===== config.mk =====
export PLATFORM = sky130hd
export DESIGN_NAME = gpr_wb_regfile
export DESIGN_NICKNAME = d
export VERILOG_FILES = /design/src/rtl/gpr_pkg.sv /design/src/rtl/gpr_scoreboard.sv /design/src/rtl/gpr_wb_regfile.sv
export SDC_FILE = /design/constraint.sdc
export NUM_CORES = 2
export LEC_CHECK = 0
export CAP_MARGIN = 40
export CORE_ASPECT_RATIO = 1.1
export CORE_MARGIN = 3
export CORE_UTILIZATION = 40
export CTS_CLUSTER_SIZE = 25
export DETAILED_ROUTE_END_ITERATION = 10
export SLEW_MARGIN = 20
export SYNTH_ARGS = -nofsm -noshare
export SYNTH_HDL_FRONTEND = slang
export SYNTH_HIERARCHICAL = 1
export SYNTH_SLANG_ARGS = --single-unit

===== constraint.sdc =====
create_clock -name clock -period 7.7 [get_ports clock]
set_input_delay 1.54 -clock clock [delete_from_list [all_inputs] [get_ports clock]]
set_output_delay 1.54 -clock clock [all_outputs]
set_load 0.005 [all_outputs]

===== src/rtl/gpr_pkg.sv =====
// Shared sizing for the GPR file and its in-flight write scoreboard.
// Defaults: 32 x 32-bit registers, x0 hardwired zero, 2-bit pending counters.
package gpr_pkg;

  localparam int XLEN   = 32;
  localparam int NREG   = 32;
  localparam int REG_AW = 5;
  localparam int PEND_W = 2;

  typedef logic [PEND_W-1:0] pend_t;

  localparam pend_t PEND_MAX = '1;

endpackage


===== src/rtl/gpr_scoreboard.sv =====
// Per-register outstanding-write counters. Lookups see this cycle's writeback (0-cycle).
// Never stalls anything itself; the caller must withhold inc when rd_eff is saturated.
module gpr_scoreboard
  import gpr_pkg::*;
#(
  parameter int NREG   = gpr_pkg::NREG,
  parameter int PEND_W = gpr_pkg::PEND_W
) (
  input  logic              clock,
  input  logic              reset,
  input  logic              flush,
  input  logic              inc_vld,
  input  logic [REG_AW-1:0] inc_idx,
  input  logic              dec_vld,
  input  logic [REG_AW-1:0] dec_idx,
  input  logic [REG_AW-1:0] rs1_idx,
  input  logic [REG_AW-1:0] rs2_idx,
  input  logic [REG_AW-1:0] rd_idx,
  output logic [PEND_W-1:0] rs1_eff,
  output logic [PEND_W-1:0] rs2_eff,
  output logic [PEND_W-1:0] rd_eff,
  output logic              idle
);

  logic [PEND_W-1:0] pend     [NREG];
  logic [PEND_W-1:0] pend_eff [NREG];
  logic [PEND_W-1:0] pend_nxt [NREG];

  // A writeback retiring against a zero count belongs to a flushed producer; it saturates.
  always_comb begin
    for (int i = 0; i < NREG; i++) begin
      pend_eff[i] = pend[i];
      if (dec_vld && (dec_idx == REG_AW'(i)) && (pend[i] != '0)) begin
        pend_eff[i] = pend[i] - 1'b1;
      end
      pend_nxt[i] = pend_eff[i];
      if (inc_vld && (inc_idx == REG_AW'(i)) && (i != 0) && (pend_eff[i] != '1)) begin
        pend_nxt[i] = pend_eff[i] + 1'b1;
      end
    end
  end

  always_ff @(posedge clock) begin
    if (reset || flush) begin
      for (int i = 0; i < NREG; i++) begin
        pend[i] <= '0;
      end
    end else begin
      for (int i = 0; i < NREG; i++) begin
        pend[i] <= pend_nxt[i];
      end
    end
  end

  always_comb begin
    idle = 1'b1;
    for (int i = 0; i < NREG; i++) begin
      if (pend[i] != '0) begin
        idle = 1'b0;
      end
    end
  end

  assign rs1_eff = pend_eff[rs1_idx];
  assign rs2_eff = pend_eff[rs2_idx];
  assign rd_eff  = pend_eff[rd_idx];

endmodule


===== src/rtl/gpr_wb_regfile.sv =====
// GPR file with two bypassed combinational read ports and issue interlock on pending writes.
// Writeback is always accepted outside reset; issue stalls on busy sources, saturated rd or flush.
module gpr_wb_regfile
  import gpr_pkg::*;
#(
  parameter int XLEN   = gpr_pkg::XLEN,
  parameter int NREG   = gpr_pkg::NREG,
  parameter int PEND_W = gpr_pkg::PEND_W
) (
  input  logic              clock,
  input  logic              reset,
  input  logic              wb_valid,
  input  logic              wb_R_wen,
  input  logic [REG_AW-1:0] wb_rd,
  input  logic [XLEN-1:0]   wb_rd_value,
  output logic              wb_ready,
  input  logic              id_valid,
  output logic              id_ready,
  input  logic [REG_AW-1:0] id_rs1,
  input  logic [REG_AW-1:0] id_rs2,
  input  logic [REG_AW-1:0] id_rd,
  input  logic              id_R_wen,
  output logic [XLEN-1:0]   rs1_data,
  output logic [XLEN-1:0]   rs2_data,
  input  logic              flush,
  output logic              idle
);

  logic [XLEN-1:0]   regs [NREG];
  logic              wb_fire;
  logic              id_fire;
  logic              inc_vld;
  logic [PEND_W-1:0] rs1_eff;
  logic [PEND_W-1:0] rs2_eff;
  logic [PEND_W-1:0] rd_eff;
  logic              busy1;
  logic              busy2;
  logic              dfull;

  assign wb_fire  = wb_valid && wb_R_wen && (wb_rd != '0);
  assign wb_ready = !reset;

  assign busy1    = (id_rs1 != '0) && (rs1_eff != '0);
  assign busy2    = (id_rs2 != '0) && (rs2_eff != '0);
  assign dfull    = id_R_wen && (id_rd != '0) && (rd_eff == '1);
  assign id_ready = !reset && !flush && !busy1 && !busy2 && !dfull;
  assign id_fire  = id_valid && id_ready;
  assign inc_vld  = id_fire && id_R_wen && (id_rd != '0);

  gpr_scoreboard #(
    .NREG   (NREG),
    .PEND_W (PEND_W)
  ) u_scoreboard (
    .clock   (clock),
    .reset   (reset),
    .flush   (flush),
    .inc_vld (inc_vld),
    .inc_idx (id_rd),
    .dec_vld (wb_fire),
    .dec_idx (wb_rd),
    .rs1_idx (id_rs1),
    .rs2_idx (id_rs2),
    .rd_idx  (id_rd),
    .rs1_eff (rs1_eff),
    .rs2_eff (rs2_eff),
    .rd_eff  (rd_eff),
    .idle    (idle)
  );

  // Flushed writebacks still land: the producing instruction was older than the kill.
  always_ff @(posedge clock) begin
    if (reset) begin
      for (int i = 0; i < NREG; i++) begin
        regs[i] <= '0;
      end
    end else if (wb_fire) begin
      regs[wb_rd] <= wb_rd_value;
    end
  end

  always_comb begin
    rs1_data = regs[id_rs1];
    if (wb_fire && (wb_rd == id_rs1)) begin
      rs1_data = wb_rd_value;
    end
    if (id_rs1 == '0) begin
      rs1_data = '0;
    end
  end

  always_comb begin
    rs2_data = regs[id_rs2];
    if (wb_fire && (wb_rd == id_rs2)) begin
      rs2_data = wb_rd_value;
    end
    if (id_rs2 == '0) begin
      rs2_data = '0;
    end
  end

endmodule


==> impl_metrics.json <==
{
  "finalWeightedCongestion": 0.934,
  "setup_viol": 0,
  "dieHeight_um": 417,
  "period_share_pct": 97.5,
  "start_util_pct": 40.3,
  "cts-root-buf": "clkbuf_16",
  "synth_top_area_cell": "edfxtp_1",
  "final_common_cell": "edfxtp_1",
  "utilization_pct": 46.3,
  "antenna_found_initial": 23,
  "rsz0062_at_grt": "false",
  "max_freq_mhz": 133,
  "num_io_pins": 126,
  "cp.depth": 15,
  "dpl.hpwl_um": 142000,
  "syn_inst": 4595,
  "critPathRequiredTime_ns": 6.16,
  "clock_skew_ns": 0.0335,
  "hold_path_class": "reg -> reg",
  "crit_family": "simple AND/OR/NAND/NOR gates",
  "synthTopCellsByArea": "edfxtp_1, mux4_2, and2_1",
  "portBuffers": 125,
  "pre_cts_slack_ns": 0.243,
  "hold_viol_final": 0,
  "fp-row-count": 150,
  "synth-xor-area-share_pct": 1.04,
  "synth_top_area_share_pct": 50.2,
  "status": "complete, no violations",
  "maxSlewViolCount": 0,
  "fillers": 13300,
  "cp-startpoint": "wb_rd[2]",
  "syn_to_final_growth_pct": 15.0,
  "tightest_slew_ns": 0.931,
  "grt_pass1_wl_um": 328000,
  "leakagePower_uw": 0.0249,
  "vias": 43700,
  "drtPass1Iterations": 6,
  "ys_async_sr_fraction_pct": 0,
  "die_width_um": 379,
  "mostFrequentLayoutCells": "edfxtp_1, and2_1, mux4_2",
  "synthMuxAreaShare_pct": 20.9,
  "vias_per_cell": 6.47,
  "synth_flop_cell": "edfxtp_1",
  "synth-seq-area-share_pct": 52.3,
  "grt_start_max_net_pins": 75,
  "ys_ff_latch": 1088,
  "reg2reg_slack_ns": 2.66,
  "yosys.area_share.simple_pct": 14.0,
  "power_density_nw_per_um2": 206,
  "clk_latency_ns": 0.78,
  "grtUsageTotal_pct": 29.3,
  "path_buf_inv": 4,
  "ir_drop_uv": 203,
  "die_area_um2": 158000,
  "fin_nets": 4787,
  "ys_types": 72,
  "drc": 0,
  "synth_area_um2": 61300,
  "start_kind": "input port",
  "tns_ns": 0,
  "max_slew_margin_pct": 37.8,
  "path_max_fanout": 4,
  "grt_pass1_vias": 42800,
  "maxCapViolations": 0,
  "ctsHoldBuffers": 0,
  "synth_edf_count": 1024,
  "dr.first_iter.drc_count": 6287,
  "layout_min_cycle_time_ns": 7.51,
  "post_cts_buffers": 0,
  "clock_path_buffers": 3,
  "fin_area_um2": 70500,
  "htree_levels": 3,
  "core-area_um2": 152000,
  "worstReg2RegEnd": "u_scoreboard/pend[0][25]",
  "cts_tree": "yes",
  "synth-compound-area-share_pct": 6.64,
  "wl_per_cell_um": 34.6,
  "numCtsBuffers": 119,
  "drive_gt1_share_pct": 21.4,
  "placed_cells": 6510,
  "synth_top_family_by_area": "multiplexers",
  "postCtsResizedCells": 0,
  "routed_wl_um": 234000,
  "setup_slack_ns": 0.192,
  "path_class": "in -> out",
  "final_antenna_net_count": 0,
  "avgSynthCellArea_um2": 13.3,
  "clkTransAtPathRegs_ns": 0.06,
  "critPathCapture": "id_ready",
  "clock_sinks": 1088,
  "crit_chain": "clkdlybuf4s50_1 -> or3_1 -> o311ai_4 -> inv_1 -> or4b_4 -> or4_1 -> mux2_2 -> inv_1 -> mux4_2 -> o2111a_1 -> or4_1 -> o21ai_0 -> nand3_1 -> a31oi_1 -> clkdlybuf4s50_1",
  "slowest_delay_ns": 0.55,
  "slowest_stage": "clkdlybuf4s50_1",
  "crit_path_end_kind": "primary output",
  "overflow": 0,
  "placed_cell_area_um2": 66400,
  "finalNonFillerCells": 6747,
  "r2r_cells": 16,
  "worstReg2RegStart": "u_scoreboard/pend[0][4]",
  "yosysWarnings": 6,
  "synth_fa_ha_area_share_pct": 1.29,
  "worstPathArrival_ns": 5.97
}
==> worst min-delay path by stage <==
stage / end / startpoint / cells after the start
2_1_floorplan: u_scoreboard/pend[0][1] / u_scoreboard/pend[0][1] / 3
3_3_place_gp: u_scoreboard/pend[0][1] / u_scoreboard/pend[0][1] / 3
5_1_grt: u_scoreboard/pend[0][1] / u_scoreboard/pend[0][1] / 3
3_5_place_dp: u_scoreboard/pend[0][1] / u_scoreboard/pend[0][1] / 3
6_report: u_scoreboard/pend[0][1] / u_scoreboard/pend[0][1] / 3
4_1_cts: u_scoreboard/pend[0][1] / u_scoreboard/pend[0][1] / 3
==> synth_stat cells, drive strengths merged (45+ instances only) <==
library cell and n:
a22oi 108, o22ai 83, dfxtp 64, mux2i 265, and2 996, mux4 402
a21oi 100, nor2 175, mux2 100, inv 115, o221ai 65, xnor2 60
o21ai 75, ha 63, clkbuf 339, buf 115, edfxtp 1024, or3 45
==> sequential cells by signal, summed over array words and instances (netlist names) <==
register and cells:
regs 1024, u_scoreboard/pend 64
==> per-layer routing <==
metal | global-route usage [%] | part of all wire (%)
met1 | 38.7 | 37
met2 | 45.4 | 46
met3 | 6.28 | 11
met4 | 15.2 | 6.0
met5 | 0 | 0.022
==> tightest hold or removal path, delay by kind of cell (launching register included) <==
| family | cells | cell delay [ns] |
|---|---|---|
| flops | 1 | 0.30 |
| mux | 1 | 0.19 |
| buf+inv | 1 | 0.06 |
| simple gates | 1 | 0.05 |
==> layout make-up <==
class                      count  area, um^2  share of cell area, %
clock inverter                79         697                  0.989
inverter                     115         433                  0.614
multi-input combinational   2969       27700                   39.3
tap                         1976        2470                   3.51
sequential                  1088       32000                   45.5
antenna                        7        17.5                 0.0249
timing repair buffer         372        4020                   5.70
clock buffer                 141        3100                   4.40
==> report_power, final <==
group	internal (uW)	total [uW]	switching, uW
combinational	790	1900	1110
sequential	6760	6910	150
clock	3200	5720	2520
total	10800	14500	3780
==> cells by family (layout without fill, tap and decap cells) <==
logic type | after synthesis | count (layout)
adders and majority gates | 63 | 63
and+or+nand+nor | 1454 | 1454
other | 1 | 39
xor gates and xnor gates | 73 | 73
AOI/OAI and AO/OA | 580 | 580
muxes | 767 | 767
buffers and inverters | 569 | 707
DFF | 1088 | 1088
==> stage by stage <==
stage	total power, uW	hold WS, ns
after floorplan	8030	0.573
after global placement	8820	0.624
after detailed placement	8870	0.627
after CTS	14500	0.637
after global routing	14900	0.668
final	14500	0.640
Power figures use the tool's default switching activity.
